--- config.mk ---
export PLATFORM = sky130hd
export DESIGN_NAME = alpha_trim_mean
export DESIGN_NICKNAME = d
export VERILOG_FILES = /design/src/rtl/alpha_trim_mean.sv
export SDC_FILE = /design/constraint.sdc
export NUM_CORES = 1
export LEC_CHECK = 0
export ABC_AREA = 1
export CORE_ASPECT_RATIO = 0.5
export CORE_UTILIZATION = 53
export CTS_CLUSTER_DIAMETER = 50
export CTS_CLUSTER_SIZE = 8
export DETAILED_ROUTE_END_ITERATION = 10
export HOLD_SLACK_MARGIN = 0.06
export PLACE_DENSITY = 0.81
export SLEW_MARGIN = 20
export SYNTH_ARGS = -nofsm -noshare
export SYNTH_HDL_FRONTEND = slang
export SYNTH_SLANG_ARGS = --single-unit
--- constraint.sdc ---
create_clock -name clk -period 7.1 [get_ports clk]
set_input_delay 1.065 -clock clk [delete_from_list [all_inputs] [get_ports clk]]
set_output_delay 1.065 -clock clk [all_outputs]
set_load 0.05 [all_outputs]
--- src/rtl/alpha_trim_mean.sv ---
// Alpha-trimmed mean of a sorted window: sums the middle N samples,
// then divides by N with a bit-serial restoring divider.
module alpha_trim_mean #(
  parameter int DN          = 25,
  parameter int DW          = 8,
  parameter int DW_sequence = $clog2(DN),
  parameter int TRIM        = 4
) (
  input  logic                      clk,
  input  logic                      rst_n,
  input  logic                      sort_finish,
  input  logic [DW*DN-1:0]          data_unsort,
  input  logic [DW_sequence*DN-1:0] sequence_sorted,
  output logic [DW-1:0]             mean_out,
  output logic                      mean_valid,
  output logic                      busy,
  output logic                      overrun
);

  localparam int N    = DN - 2*TRIM;
  localparam int ACCW = DW + $clog2(DN);
  localparam int CW   = (DN > 1) ? $clog2(DN) : 1;
  localparam int DCW  = $clog2(ACCW + 1);
  localparam int RW   = ACCW + 1;

  localparam logic [RW-1:0]   DIVISOR = RW'(N);
  localparam logic [ACCW-1:0] ROUND   = ACCW'(N / 2);
  localparam logic [CW-1:0]   FIRST   = CW'(TRIM);
  localparam logic [CW-1:0]   LAST    = CW'(DN - 1 - TRIM);
  localparam logic [DCW-1:0]  DLAST   = DCW'(ACCW - 1);

  typedef enum logic [1:0] {
    IDLE,
    ACC,
    DIV
  } state_t;

  state_t state, state_nx;

  logic [DW*DN-1:0]          data_q;
  logic [DW_sequence*DN-1:0] seq_q;
  logic [CW-1:0]             cnt;
  logic [DCW-1:0]            dcnt;
  logic [ACCW-1:0]           acc;
  logic [ACCW-1:0]           rem;

  logic [DW_sequence-1:0]    idx;
  logic [DW-1:0]             sample;
  logic [RW-1:0]             rem_sh;
  logic [ACCW-1:0]           rem_nx;
  logic [ACCW-1:0]           q_nx;
  logic                      start;
  logic                      acc_done;
  logic                      div_done;

  // Out-of-range indices select nothing and contribute zero
  always_comb begin
    idx = '0;
    for (int k = 0; k < DN; k++)
      if (cnt == CW'(k))
        idx = seq_q[k*DW_sequence +: DW_sequence];
    sample = '0;
    for (int k = 0; k < DN; k++)
      if (idx == DW_sequence'(k))
        sample = data_q[k*DW +: DW];
  end

  // acc doubles as dividend shifter and quotient collector
  always_comb begin
    rem_sh = {rem, acc[ACCW-1]};
    if (rem_sh >= DIVISOR) begin
      rem_nx = ACCW'(rem_sh - DIVISOR);
      q_nx   = {acc[ACCW-2:0], 1'b1};
    end else begin
      rem_nx = rem_sh[ACCW-1:0];
      q_nx   = {acc[ACCW-2:0], 1'b0};
    end
  end

  always_ff @(posedge clk or negedge rst_n) begin
    if (!rst_n) state <= IDLE;
    else        state <= state_nx;
  end

  always_comb begin
    state_nx = state;
    start    = 1'b0;
    acc_done = 1'b0;
    div_done = 1'b0;
    unique case (state)
      IDLE: begin
        if (sort_finish) begin
          start    = 1'b1;
          state_nx = ACC;
        end
      end
      ACC: begin
        if (cnt == LAST) begin
          acc_done = 1'b1;
          state_nx = DIV;
        end
      end
      DIV: begin
        if (dcnt == DLAST) begin
          div_done = 1'b1;
          state_nx = IDLE;
        end
      end
      default: state_nx = IDLE;
    endcase
  end

  always_ff @(posedge clk or negedge rst_n) begin
    if (!rst_n) begin
      data_q     <= '0;
      seq_q      <= '0;
      cnt        <= '0;
      dcnt       <= '0;
      acc        <= '0;
      rem        <= '0;
      mean_out   <= '0;
      mean_valid <= 1'b0;
      busy       <= 1'b0;
      overrun    <= 1'b0;
    end else begin
      mean_valid <= div_done;
      busy       <= (state_nx != IDLE);
      overrun    <= sort_finish && (state != IDLE);
      unique case (state)
        IDLE: begin
          if (start) begin
            data_q <= data_unsort;
            seq_q  <= sequence_sorted;
            acc    <= ROUND;
            cnt    <= FIRST;
            rem    <= '0;
            dcnt   <= '0;
          end
        end
        ACC: begin
          acc <= acc + ACCW'(sample);
          cnt <= cnt + 1'b1;
        end
        DIV: begin
          acc  <= q_nx;
          rem  <= rem_nx;
          dcnt <= dcnt + 1'b1;
          if (acc_done == 1'b0 && div_done)
            mean_out <= q_nx[DW-1:0];
        end
        default: ;
      endcase
    end
  end

endmodule

==> results of run 1 <==
==> power by group <==
part	internal (W)	total (W)	switching, W
clock network	0.00129	0.00216	0.000864
logic	0.00318	0.00883	0.00565
registers	0.00306	0.00365	0.000588
total	0.00754	0.0146	0.00710
==> state kept, by name, summed over array words and instances (netlist names) <==
signal      count
rem            13
mean_out        8
acc            13
state           2
seq_q         125
mean_valid      1
cnt             5
data_q        200
busy            1
dcnt            4
overrun         1
==> layer usage <==
layer	up-vias	global-route usage	wire, um
li1	8597	-	-
met1	8405	0.414	23800
met2	719	0.489	26100
met3	144	0.0432	3350
met4	0	0.127	2400
met5	-	0	0
==> critical path: cells and delay by family, from the launching register on <==
| kind | cells | cell delay (ns) |
|---|---|---|
| compound gates | 7 | 0.90 |
| flops | 1 | 0.46 |
| fa+ha+maj | 1 | 0.31 |
| simple gates | 50 | 4.55 |
| buf+inv | 3 | 0.26 |
==> cell type report <==
class                           instances  share of cell area
Sequential cell                       373               0.383
Multi-Input combinational cell       1870               0.344
Timing Repair Buffer                  392               0.158
Clock buffer                           53              0.0545
Inverter                              222              0.0347
Tap cell                              475              0.0244
Antenna cell                            4            0.000411
Clock inverter                          1            0.000206
==> what timing repair did <==
| action | in CTS | in global routing |
|---|---|---|
| gates cloned | 0 | 1 |
| gates resized for setup | 1 | 58 |
| setup endpoints to repair | 2 | 6 |
| pin swaps | 0 | 26 |
| buffers inserted | 0 | 30 |
==> per-stage QoR <==
step | worst slack, ns | util | cells | setup TNS [ns] | total power (W)
6_report | 0.486 | 0.703 | 3390 | 0 | 0.0146
5_1_grt | -0.0904 | 0.703 | 3390 | -0.201 | 0.0157
3_5_place_dp | 0.0203 | 0.650 | 3301 | 0 | 0.0112
3_3_place_gp | 0.297 | 0.650 | 3301 | 0 | 0.0110
2_1_floorplan | 1.32 | - | 2562 | 0 | 0.00876
4_1_cts | 0.0482 | 0.689 | 3355 | 0 | 0.0134
==> worst paths after layout <==
path,startpoint,end,slack (ns)
max,cnt[2],acc[12],0.49
min,data_q[113],data_q[113],0.47
max reg2reg,cnt[2],acc[12],0.49
min reg2reg,data_q[113],data_q[113],0.47
max in group asynchronous,rst_n,data_q[117],5.21
min in group asynchronous,rst_n,rem[8],0.57
==> kinds of logic (layout without fill, tap and decap cells) <==
group	Yosys count	after routing
buffers and inverters	320	668
adder cells (fa/ha/maj)	24	24
other	0	4
AO/OA/AOI/OAI	182	182
XOR/XNOR	8	8
flip-flops	373	373
AND/OR/NAND/NOR	1655	1656
==> layout by cell type, fill, tap and decap left out, types with 18 or more instances in the layout <==
cell type / synthesis / final
sky130_fd_sc_hd__ha_1: 23 / 18
sky130_fd_sc_hd__nand4_1: 40 / 40
sky130_fd_sc_hd__o21ai_0: 105 / 99
sky130_fd_sc_hd__nand3_1: 135 / 132
sky130_fd_sc_hd__dfrtp_1: 373 / 372
sky130_fd_sc_hd__inv_1: 203 / 199
sky130_fd_sc_hd__nand2_2: 14 / 18
sky130_fd_sc_hd__clkbuf_16: 0 / 53
sky130_fd_sc_hd__a21oi_1: 34 / 32
sky130_fd_sc_hd__or2_2: 22 / 21
sky130_fd_sc_hd__nor2_1: 87 / 86
sky130_fd_sc_hd__buf_4: 0 / 47
sky130_fd_sc_hd__nand2_1: 1301 / 1289
sky130_fd_sc_hd__clkdlybuf4s50_1: 0 / 337
==> results.txt, run 1 <==
The run finished with clean final reports. After detailed routing, the average wire length per cell comes to 16.4 um. The final global-route overflow total is 0, and the delay of the slowest cell on the worst path is 0.46 ns. The data arrival at the endpoint of the critical path is 7.04 ns. The final setup violation count came out at 0.

Pin placement for this block handled 339 I/O pins. The violation count after the first detailed-routing iteration came out at 1976. The critical path is of the flop to flop type.

The multiplexer share of the synthesized area works out to 0. The part of the Yosys area used for sequential elements is 0.499, and the clock latency of the later-clocked register in the worst-skew pair is 0.56 ns. The number of cell instances on the worst register-to-register path is 61. The total vias in the final route is 17.9k, and the synthesis warning total is 0. Synthesis handed over a netlist of 2562 instances. After synthesis, the most frequently instantiated cells are 1301 x sky130_fd_sc_hd__nand2_1, 373 x sky130_fd_sc_hd__dfrtp_1, 203 x sky130_fd_sc_hd__inv_1.

Once placement finished, the instance area stood at 22500 um2. For this run, the detailed router's first-pass iteration total came to 10. From bottom edge to top edge, the die measures 135 um.

Yosys mapped the design onto 48 distinct sky130hd cell types. The count of input and output buffers is 338. The number of antenna violations at the first check in global routing came out at 4. The number of buffers inserted during clock tree synthesis came out at 52. The adder-cell share of the synthesized area came out at 0.0164. The post-detailed-routing wire length came out at 55600 um. The remaining number of nets flagged by the antenna check after routing was 0; the area share of and/or/nand/nor cells after synthesis was 0.362.

The initial cell density of the core was 0.540. For this design, the CTS-stage hold fixing added 0 buffers. For the final database, setup skew stands at 0.0132 ns.

The number of enable-type register cells in the synthesized netlist is 0, and the post-route clock period utilization is 0.932. The maximum number of pins on one net before global-route repair is 150, and the count of unresolved DRC violations after routing is 0. In the final layout, flip-flops and latches occupy 9340 um2. The tools report the required arrival time at the worst endpoint as 7.52 ns.

The post-synthesis share of cell area spent on xor and xnor gates came out at 0.00374. The combined global-route utilization of all metal layers is 0.303. In this run, synthesis produced a sequential element count of 373. The wire length of the first global-routing pass was 86200 um.

Kind of start point of the critical path: a flop. The tools report the clock tree root buffer cell as sky130_fd_sc_hd__clkbuf_16. The tightest min-delay check is of the flop to flop type. For the final max-slew violation count, the log shows 0. The minimum period implied by the final worst setup slack was 6.61 ns; the clock tree buffer depth was 3. By area the synthesized netlist is led by sky130_fd_sc_hd__dfrtp_1 50%, sky130_fd_sc_hd__nand2_1 26%, sky130_fd_sc_hd__inv_1 4.1%, sky130_fd_sc_hd__nand3_1 3.6%, sky130_fd_sc_hd__o21ai_0 2.8%. The standard-cell row count came out at 48. Across the run, the number of max-cap violations was 0. The peak supply drop is 453 uV, and the final-report hold violation count is 0.

The fraction of layout cells with a size suffix above 1 is 0.0759, and the total of fill cells in the finished design is 2787. Area fraction in compound gates after synthesis: 0.0537. The tools report the die area as 36100 um2.

The combinational family with the most area after synthesis is simple AND/OR/NAND/NOR gates. At the pin with the least slew margin, the transition time is 1.11 ns. For this design the ratio of total power to cell area is 601 nW/um2.

The run gives 3263 as the final-stage net count. The worst hold path passes through 2 cells. The dominant cell by count in the synthesized netlist is sky130_fd_sc_hd__nand2_1. The worst-path cell with the longest stage delay was sky130_fd_sc_hd__dfrtp_1. Detailed placement ended at an HPWL of 38400 um. The number of H-tree levels is 2, and the layout-stage area growth over the synthesis result is 30.1%. A synthesized cell averages 7.31 um2. sky130_fd_sc_hd__dfrtp_1 takes more of the synthesized area than any other cell.

In this run the horizontal extent of the chip is 268 um. The post-synthesis instance area was 18700 um2; the max-slew headroom at the worst pin was 0.260. The total number of clock tree sinks was 373; the area of the multi-input gates was 8380 um2.

Hold timing on the final database bottoms out at a slack of 0.468 ns. The fraction of synthesized cell area taken by the top area cell type was 0.499; the via density per instance was 5.27. The leakage power total was 12.3 nW; the clock-pin slew on the worst setup and hold paths was 0.05 ns.

The routability-driven placement congestion ratio was 0.937; the async set or reset register ratio after synthesis was 1.00. When the netlist entered floorplanning its net count stood at 2914. TritonCTS built the clock tree. The logs give 34700 um2 for the area of the core and 16.7k for the via count of the first global-routing pass. Along the worst path, the maximum fanout reaches 11. Among all flip-flop cells after synthesis, the most frequent one is sky130_fd_sc_hd__dfrtp_1. Summing all non-filler instances in the final layout gives an area of 24400 um2. For this run, the top clock speed supported by timing is 151 MHz. The worst setup path is captured at a flop. By instance count, the cell type seen most on the critical path is sky130_fd_sc_hd__nand2_1.
Power figures use the tool's default switching activity.
==> inputs of run 2 (changes only) <==
--- a/config.mk
+++ b/config.mk
@@ -11,8 +11,10 @@
 export CTS_CLUSTER_DIAMETER = 50
 export CTS_CLUSTER_SIZE = 8
 export DETAILED_ROUTE_END_ITERATION = 10
+export GPL_TIMING_DRIVEN = 1
 export HOLD_SLACK_MARGIN = 0.06
 export PLACE_DENSITY = 0.81
+export SKIP_LAST_GASP = 1
 export SLEW_MARGIN = 20
 export SYNTH_ARGS = -nofsm -noshare
 export SYNTH_HDL_FRONTEND = slang
==> results of run 2 <==
No change in the layout: final DEF, timing and power equal those of run 1.
==> inputs of run 3 (changes only) <==
--- a/config.mk
+++ b/config.mk
@@ -7,6 +7,7 @@
 export LEC_CHECK = 0
 export ABC_AREA = 1
 export CORE_ASPECT_RATIO = 0.5
+export CORE_MARGIN = 2
 export CORE_UTILIZATION = 53
 export CTS_CLUSTER_DIAMETER = 50
 export CTS_CLUSTER_SIZE = 8
==> run 3 against run 2 <==
Against the previous run:
- global-route usage down 0.51 points
- hold slack worse by 0.0021 ns
- combinational power up 2.5%
- sequential power about the same
- highest routed layer unchanged
- non-clock buffer count up 7
- critical endpoint unchanged
- utilization up 0.66 points
- critical path type unchanged
==> results.txt, run 3 (synthesis gave the netlist of run 1 again) <==
For the final setup violation count, the log shows 0. The die covers 36900 um2. The number of clock buffers added by TritonCTS is 52.

Ranked by flip-flop count, first place goes to data_q. The logs give 0.540 for the initial cell density of the core and 0.607 for the share of power burned in combinational logic. The startpoint identified for the worst register-to-register timing path is cnt[0]. The final-report hold violation count is 0.

In this run the worst setup path begins at cnt[0]. Counting along the longest clock path gives a buffer depth of 3. At the end of routability-driven placement, the weighted congestion stood at 0.916. The clock period could shrink to 6.74 ns. The tree built by TritonCTS fans out to 373 sinks.

The H-tree was split into 2 levels. In this run the power density over the cells is 607 nW/um2. The run gives 0.466 ns as the worst slack on hold paths.

From bottom edge to top edge, the die measures 137 um. The clock-pin slew on the worst setup and hold paths was 0.05 ns; the clock latency of the later-clocked register in the worst-skew pair was 0.57 ns. The tools report the switching power as 0.00722 W. The run gives 520 uV as the peak supply drop. The die is 270 um wide. The combined global-route utilization of all metal layers is 0.298. Data on the critical path arrives at its endpoint at 7.20 ns. The leading cell type in the layout, fill and taps excluded was sky130_fd_sc_hd__nand2_1. The total area inside the core boundary comes to 34700 um2. The tools report the clock share of power as 0.148. The largest single stage delay on the critical path is 0.46 ns.

The run gives 7.57 ns as the required arrival time at the worst endpoint. The first-pass iteration count of the detailed router was 6. The maximum achievable frequency was 148 MHz; the fraction of layout cells with a size suffix above 1 was 0.0849.

The run finished with clean final reports. For the max-slew headroom at the worst pin, the log shows 0.315. The net switching fraction of the power came out at 0.484. In this design, the critical path's most frequently occurring cell is sky130_fd_sc_hd__nand2_1. Entering global routing, the biggest net connects 196 pins. The post-route clock period utilization is 0.949, and the total vias in the final route is 17.7k. After detailed routing, the number of vias per cell comes to 5.22. For this design the top-level I/O count stands at 339.

Sequential cell fraction of total power: 0.246. TritonCTS built the clock tree. The internal portion of the total power is 0.00770 W.

The first global-routing pass estimated 87500 um of wire. The highest net fanout along the worst path is 10, and the max capacitance violation total is 0. The final max-slew violation count came out at 0.

The endpoint kind of the worst setup timing path was a flop. The initialized floorplan defines 48 standard-cell rows. For the count of unresolved DRC violations after routing, the log shows 0. At the pin with the least slew margin, the transition time is 1.03 ns. The total chip power is 0.0149 W.

For this run the aggregate overflow at the end of global routing stands at 0. The via count of the first global-routing pass was 17.1k; the final-stage net count was 3272. In this run, the number of DRC markers left after iteration 0 of detailed routing was 1657. Relative to the synthesized area, the layout overhead comes to 31.3%. The run gives 0 as the number of antenna violations at the first check in global routing.

Dividing the detail-routed wire length by the instance count gives 16.6 um. The tools report the post-detailed-routing wire length as 56300 um. The final worst clock skew came out at 0.0235 ns.

The largest registers in the layout are data_q: 200 flops, seq_q: 125 flops. The number of antenna diodes in the final layout is 0. Setup repair after global routing could not meet its margin everywhere. On the critical path, the stage with the largest delay is an instance of sky130_fd_sc_hd__dfrtp_2. The count of input and output buffers works out to 338.

The flip-flop count of the largest register after layout works out to 200. The clock tree root buffer cell was sky130_fd_sc_hd__clkbuf_16. Leakage power total: 12.4 nW. The critical path is of the flop to flop type. The half-perimeter wire length of the detailed placement result is 39200 um. Remaining number of nets flagged by the antenna check after routing: 0.

The path class of the tightest hold or removal check is input pin to asynchronous set/reset pin. After clock tree synthesis, the flow added hold-fix buffers numbering 0. The kind of start point of the critical path is a flop. In the layout the commonest cells are 1288 x sky130_fd_sc_hd__nand2_1, 368 x sky130_fd_sc_hd__dfrtp_1, 337 x sky130_fd_sc_hd__clkdlybuf4s50_1, 198 x sky130_fd_sc_hd__inv_1, 130 x sky130_fd_sc_hd__nand3_1.
run 3: cell types whose count changed in the layout (fill, tap and decap cells not counted), moves of 4 or more:
cell                      previous run  this run
sky130_fd_sc_hd__nand2_4             8        13
sky130_fd_sc_hd__diode_2             4         0
sky130_fd_sc_hd__inv_2              17        13
sky130_fd_sc_hd__inv_4               0         5
sky130_fd_sc_hd__buf_4              47        53
sky130_fd_sc_hd__nor2_2              6        10
sky130_fd_sc_hd__dfrtp_2             1         5
sky130_fd_sc_hd__dfrtp_1           372       368
sky130_fd_sc_hd__ha_4                2         6
sky130_fd_sc_hd__nor2_1             86        81
run 3: repair_timing:
item                                   in CTS  in global routing
endpoints found under the hold margin       0                  0
buffers inserted                            0                 42
setup endpoints to repair                   2                  8
cloned                                      0                  3
resized for setup                           4                 81
pin swaps                                   0                 35
run 3: power by group through the flow:
stage	registers, W	clock network (W)	logic [W]
6_report	0.00366	0.00220	0.00905
5_1_grt	0.00375	0.00232	0.0100
4_1_cts	0.00363	0.00222	0.00765
3_5_place_dp	0.00363	0	0.00755
3_3_place_gp	0.00362	0	0.00735
2_1_floorplan	0.00345	0	0.00532
run 3: per-layer routing:
metal / share of wire / up-vias / GRT usage
met2: 0.48 / 646 / 0.495
met1: 0.43 / 8331 / 0.406
met4: 0.034 / 0 / 0.106
li1: - / 8617 / -
met5: 0 / - / 0
met3: 0.058 / 128 / 0.0412
run 3: through the flow:
step	cell area (um2)	std cells	setup TNS [ns]	worst slack, ns	utilization
finish	24600	3397	0	0.362	0.709
global route	24600	3397	-0.379	-0.168	0.709
CTS	23900	3352	0	0.0142	0.690
detailed placement	22500	3296	-0.364	-0.229	0.650
global placement	22500	3296	0	0.270	0.650
floorplan	18700	2562	0	1.32	-
run 3: area by class of cell:
cell class / count / area, um2
timing repair buffer: 399 / 3930
fill: 2790 / 10100
multi-input combinational: 1872 / 8490
clock buffer: 54 / 1350
sequential: 373 / 9340
inverter: 222 / 857
clock inverter: 2 / 21.3
tap: 475 / 594
run 3: worst paths after layout:
path	endpoint	slack, ns	cells after the start
max	acc[12]	0.36	63
min	data_q[69]	0.47	1
max reg2reg	acc[12]	0.36	63
min reg2reg	data_q[49]	0.47	2
max in group asynchronous	seq_q[100]	5.34	2
min in group clk	data_q[49]	0.47	2
run 3: critical path: cells and delay by family, from the launching register on:
family,cells,cell delay (ns)
buffers and inverters,8,0.69
DFF,1,0.46
and+or+nand+nor,47,4.22
AOI/OAI and AO/OA,6,0.81
adders and majority gates,2,0.45
